<file path="src/rtl/hs_arb_pkg.sv">
// Shared types and helpers for the Handshake_syn source-side arbiter.
package hs_arb_pkg;

  typedef enum logic [1:0] {
    IDLE      = 2'd0,
    ISSUE     = 2'd1,
    WAIT_LOW  = 2'd2,
    WAIT_HIGH = 2'd3
  } arb_state_e;

  localparam int DEFAULT_TIMEOUT = 64;

  // Watchdog counter must be able to hold the value TIMEOUT itself.
  function automatic int cnt_width(input int timeout);
    return $clog2(timeout + 1);
  endfunction

endpackage

</file>
<file path="src/rtl/rr_arbiter.sv">
// Combinational round-robin picker: first requester above ptr (wrapping) wins.
module rr_arbiter #(
  parameter int NUM_REQ = 4,
  parameter int ID_W    = $clog2(NUM_REQ)
) (
  input  logic [NUM_REQ-1:0] req,
  input  logic [ID_W-1:0]    ptr,
  output logic [NUM_REQ-1:0] grant,
  output logic [ID_W-1:0]    grant_id
);

  logic [ID_W-1:0] idx;
  logic            found;

  always_comb begin
    grant    = '0;
    grant_id = '0;
    found    = 1'b0;
    idx      = '0;
    for (int off = 1; off <= NUM_REQ; off++) begin
      idx = ID_W'((int'(ptr) + off) % NUM_REQ);
      if (!found && req[idx]) begin
        found      = 1'b1;
        grant[idx] = 1'b1;
        grant_id   = idx;
      end
    end
  end

endmodule

</file>
<file path="src/rtl/hs_tx_arbiter.sv">
// Shares one Handshake_syn source port between NUM_REQ requesters, keeping
// exactly one transfer in flight and flagging a synchronizer stuck in idle.
module hs_tx_arbiter
  import hs_arb_pkg::*;
#(
  parameter int NUM_REQ = 4,
  parameter int DATA_W  = 8,
  parameter int ID_W    = $clog2(NUM_REQ),
  parameter int TIMEOUT = DEFAULT_TIMEOUT
) (
  input  logic                     clk,
  input  logic                     rst,
  input  logic [NUM_REQ-1:0]       req_valid,
  input  logic [NUM_REQ*DATA_W-1:0] req_data,
  output logic [NUM_REQ-1:0]       req_ready,
  input  logic                     sidle,
  output logic                     sready,
  output logic [ID_W+DATA_W-1:0]   din,
  output logic                     busy,
  output logic                     err,
  input  logic                     err_clr
);

  localparam int CNT_W = cnt_width(TIMEOUT);

  arb_state_e          state, state_nxt;
  logic [ID_W-1:0]     ptr;
  logic [ID_W-1:0]     grant_id;
  logic [NUM_REQ-1:0]  grant;
  logic [DATA_W-1:0]   sel_data;
  logic [CNT_W-1:0]    wd_cnt;
  logic                accept;
  logic                timeout;

  rr_arbiter #(
    .NUM_REQ (NUM_REQ),
    .ID_W    (ID_W)
  ) u_rr (
    .req      (req_valid),
    .ptr      (ptr),
    .grant    (grant),
    .grant_id (grant_id)
  );

  // Offer a slot only when nothing is in flight and the synchronizer is idle.
  assign req_ready = (state == IDLE && sidle) ? grant : '0;
  assign accept    = |req_ready;
  assign busy      = (state != IDLE);

  always_comb begin
    sel_data = '0;
    for (int i = 0; i < NUM_REQ; i++) begin
      if (grant[i]) sel_data = sel_data | req_data[i*DATA_W +: DATA_W];
    end
  end

  always_comb begin
    state_nxt = state;
    timeout   = 1'b0;
    case (state)
      IDLE:      if (accept) state_nxt = ISSUE;
      ISSUE:     state_nxt = WAIT_LOW;
      WAIT_LOW: begin
        // A seen handshake takes precedence over an expiring watchdog.
        if (!sidle) begin
          state_nxt = WAIT_HIGH;
        end else if (wd_cnt == CNT_W'(TIMEOUT - 1)) begin
          timeout   = 1'b1;
          state_nxt = IDLE;
        end
      end
      WAIT_HIGH: if (sidle) state_nxt = IDLE;
      default:   state_nxt = IDLE;
    endcase
  end

  always_ff @(posedge clk or posedge rst) begin
    if (rst) state <= IDLE;
    else     state <= state_nxt;
  end

  always_ff @(posedge clk or posedge rst) begin
    if (rst) begin
      sready <= 1'b0;
      din    <= '0;
      ptr    <= ID_W'(NUM_REQ - 1);
      wd_cnt <= '0;
      err    <= 1'b0;
    end else begin
      sready <= accept;
      if (accept) begin
        din <= {grant_id, sel_data};
        ptr <= grant_id;
      end
      if (state == ISSUE)         wd_cnt <= '0;
      else if (state == WAIT_LOW) wd_cnt <= wd_cnt + 1'b1;
      if (timeout)      err <= 1'b1;
      else if (err_clr) err <= 1'b0;
    end
  end

endmodule

</file>
<file path="config.mk">
export PLATFORM = sky130hd
export DESIGN_NAME = hs_tx_arbiter
export DESIGN_NICKNAME = d
export VERILOG_FILES = /design/src/rtl/hs_arb_pkg.sv /design/src/rtl/rr_arbiter.sv /design/src/rtl/hs_tx_arbiter.sv
export SDC_FILE = /design/constraint.sdc
export NUM_CORES = 1
export LEC_CHECK = 0
export ABC_AREA = 1
export BUFFER_PORTS_ARGS = -buffer_cell sky130_fd_sc_hd__clkbuf_2
export CAP_MARGIN = 20
export CORE_MARGIN = 5
export CORE_UTILIZATION = 51
export CTS_BUF_LIST = sky130_fd_sc_hd__clkbuf_16
export CTS_CLUSTER_DIAMETER = 30
export DETAILED_ROUTE_END_ITERATION = 8
export PLACE_DENSITY = 0.8
export SETUP_SLACK_MARGIN = 0.15
export SYNTH_ARGS = -nofsm -noshare
export SYNTH_HDL_FRONTEND = slang
export SYNTH_SLANG_ARGS = --single-unit
</file>
<file path="constraint.sdc">
create_clock -name clk -period 3.3 [get_ports clk]
set_input_delay 0.33 -clock clk [delete_from_list [all_inputs] [get_ports clk]]
set_output_delay 0.33 -clock clk [all_outputs]
set_load 0.005 [all_outputs]
</file>
==> flow_summary.json <==
{
  "ys.flop_type": "dfrtp_1",
  "rrSetupSlack_ps": 600,
  "yosys.area_share.simple_pct": 41.04,
  "synth.largest_area_cell": "dfrtp_1",
  "cts-buffers-inserted": 3,
  "seq_area_frac_synth_pct": 33.50,
  "fin_skew_ps": 6.612,
  "globalRouteOverflowTotal": 0,
  "cts_buffer_depth": 2,
  "clk_latency_ps": 260,
  "final_nets": 357,
  "layout.cells.non_filler": 348,
  "post_cts_buffers": 0,
  "cts_resized": 0,
  "fin_crit_ps": 2737,
  "place_congestion": 0.9067,
  "fmax_mhz": 365.4,
  "synthToLayoutAreaGrowth_pct": 23.57,
  "cp.required_ps": 2970,
  "r2r_start": "ptr[0]",
  "critical-path-slowest-cell": "dfstp_2",
  "peakVddDrop_uv": 499.5,
  "die_h_um": 68.17,
  "criticalPathCategory": "flip-flop to primary output",
  "finalSetupViolCount": 0,
  "hold_viol_final": 0,
  "num_rows": 21,
  "power_density_nw_per_um2": 1056,
  "reg2reg_to": "din[9]",
  "synth_top_family_by_area": "simple AND/OR/NAND/NOR gates",
  "synth-xor-area-share_pct": 0.5076,
  "clk_pin_slew_ps": 60,
  "fp.dieW_um": 68.17,
  "synthDistinctLibCells": 29,
  "final_util_pct": 64.40,
  "grt_usage_pct": 20.25,
  "start_util_pct": 52.12,
  "clock-root-buffer": "clkbuf_16",
  "synth.top_cell.area_share_pct": 30.46,
  "hpwl_um": 3386,
  "rsz0062_at_grt": "false",
  "cts-hold-fix-buffers": 0,
  "core_area_um2": 3311,
  "ys_ff_latch": 23,
  "grt_util_met1_pct": 26.94,
  "maxSlewViolCount": 0,
  "maxCapViolCount": 0,
  "htreeDepth": 1,
  "cpMostUsedCell": "nand2_1",
  "viasPerCell": 5.040,
  "drtAntennaViolNets": 0,
  "wirelength_um": 4193,
  "grt_use_met3_pct": 5.255,
  "synth_area_um2": 1725,
  "io_pins": 57,
  "slew_headroom_pct": 41.47,
  "wl_per_cell_um": 12.05,
  "cp_num_buf_inv": 4,
  "reg2reg_depth": 14,
  "tightest_slew_ps": 877.0,
  "synth_compound_area_share_pct": 7.252,
  "grt_max_degree": 24,
  "grt_antenna_before_repair": 0,
  "ys_top_cells_by_area": "dfrtp_1, nand2_1, ha_1, inv_1, nand3_1",
  "nFillCells": 310,
  "crit_fanout": 10,
  "drc": 0,
  "yosysMostFrequentCell": "nand2_1",
  "critPathTopFamily": "simple AND/OR/NAND/NOR gates",
  "drt_iter0_drc": 64,
  "use_met2_pct": 32.61,
  "cpPeakStageDelay_ps": 640,
  "synth_area_per_cell_um2": 7.100,
  "numClockSinks": 23,
  "drive_above_1_share_pct": 27.48,
  "via_count": 1754,
  "dieArea_um2": 4646,
  "path_cells": "inv_2, ha_1, inv_1, nand2_1, nand3_1, nor2_1, nand2_1, nand3_2, nand2_1, inv_1, clkbuf_2",
  "arrival_ps": 2410,
  "synth_fa_ha_area_share_pct": 10.15,
  "firstDrtPassIters": 4,
  "diodes": 0,
  "synthMuxAreaShare_pct": 0.5801,
  "status": "completed",
  "fin_tns_setup_ps": 0,
  "cts_tree": "built",
  "start_kind": "flip-flop",
  "min_period_over_period_pct": 82.94,
  "busiest_layer": "met2",
  "syn_inst": 243,
  "endpoint_kind": "primary output",
  "synth_warnings": 0,
  "grt_pass1_vias": 1773,
  "io_buffers": 56,
  "grt_pass1_wl_um": 7341,
  "synth_fp_nets": 297,
  "p_leak_nw": 1.243,
  "async_flop_share_pct": 100.0,
  "synth_commonest_cells": "nand2_1, inv_1, dfrtp_1",
  "synth-edff-count": 0,
  "worst_hold_path_type": "input pin to asynchronous set/reset pin",
  "post-place-cells": 344
}
==> layer usage <==
| layer | share of wire (%) | up-vias |
|---|---|---|
| met5 | 0 | - |
| li1 | - | 898 |
| met3 | 7.6 | 4 |
| met1 | 47 | 787 |
| met2 | 45 | 65 |
| met4 | 0.64 | 0 |
==> layout by cell type (no fill, tap or decap), types with 4 or more instances in the layout <==
| cell | count |
|---|---|
| nand3_2 | 4 |
| inv_1 | 25 |
| nand3_1 | 15 |
| nand4_1 | 11 |
| nor2_1 | 11 |
| o21ai_0 | 5 |
| nand2_1 | 104 |
| dfrtp_1 | 21 |
| ha_1 | 14 |
| clkbuf_2 | 56 |
==> flip-flops by register name (all words and copies together) (netlist names) <==
register / flops
din: 10
err: 1
ptr: 2
sready: 1
state: 2
wd_cnt: 7
==> worst max path at each step <==
stage | endpoint | startpoint | slack [ps] | cells after the start
6_report | req_ready[1] | ptr[0] | 560 | 11
3_5_place_dp | din[9] | ptr[0] | 600 | 14
2_1_floorplan | din[0] | ptr[0] | 960 | 15
3_3_place_gp | din[9] | ptr[0] | 700 | 14
5_1_grt | state[0] | ptr[0] | 310 | 15
4_1_cts | req_ready[2] | ptr[0] | 570 | 11
==> per-stage QoR <==
stage	hold WS, ps	worst slack, ps	power, mW	area [um2]
after global routing	306.0	306.5	2.494	2132
after CTS	281.4	573.9	2.255	2132
after global placement	464.1	703.3	1.957	2052
after floorplan	330.4	963.9	1.632	1725
final	233.8	563.1	2.251	2132
after detailed placement	469.2	603.4	1.974	2052
==> final cells by class <==
| cell class | count | area [um2] | share of cell area (%) |
|---|---|---|---|
| sequential | 23 | 578.1 | 27.11 |
| tap | 46 | 57.56 | 2.700 |
| multi-input combinational | 191 | 1027 | 48.18 |
| timing repair buffer | 57 | 287.8 | 13.50 |
| inverter | 27 | 101.3 | 4.754 |
| clock buffer | 3 | 75.07 | 3.521 |
| clock inverter | 1 | 5.005 | 0.2347 |
==> cells by family (layout without fill, tap and decap cells) <==
group / Yosys count / after routing
xor+xnor: 1 / 1
buf+inv: 29 / 88
fa+ha+maj: 14 / 14
simple gates: 157 / 157
mux: 1 / 1
compound gates: 18 / 18
flops: 23 / 23
==> report_power, final <==
group          switching (mW)  internal, mW  total (mW)
registers              0.0969         0.409       0.506
logic                   0.954         0.528        1.48
clock network          0.0993         0.163       0.262
Power figures use the tool's default switching activity.
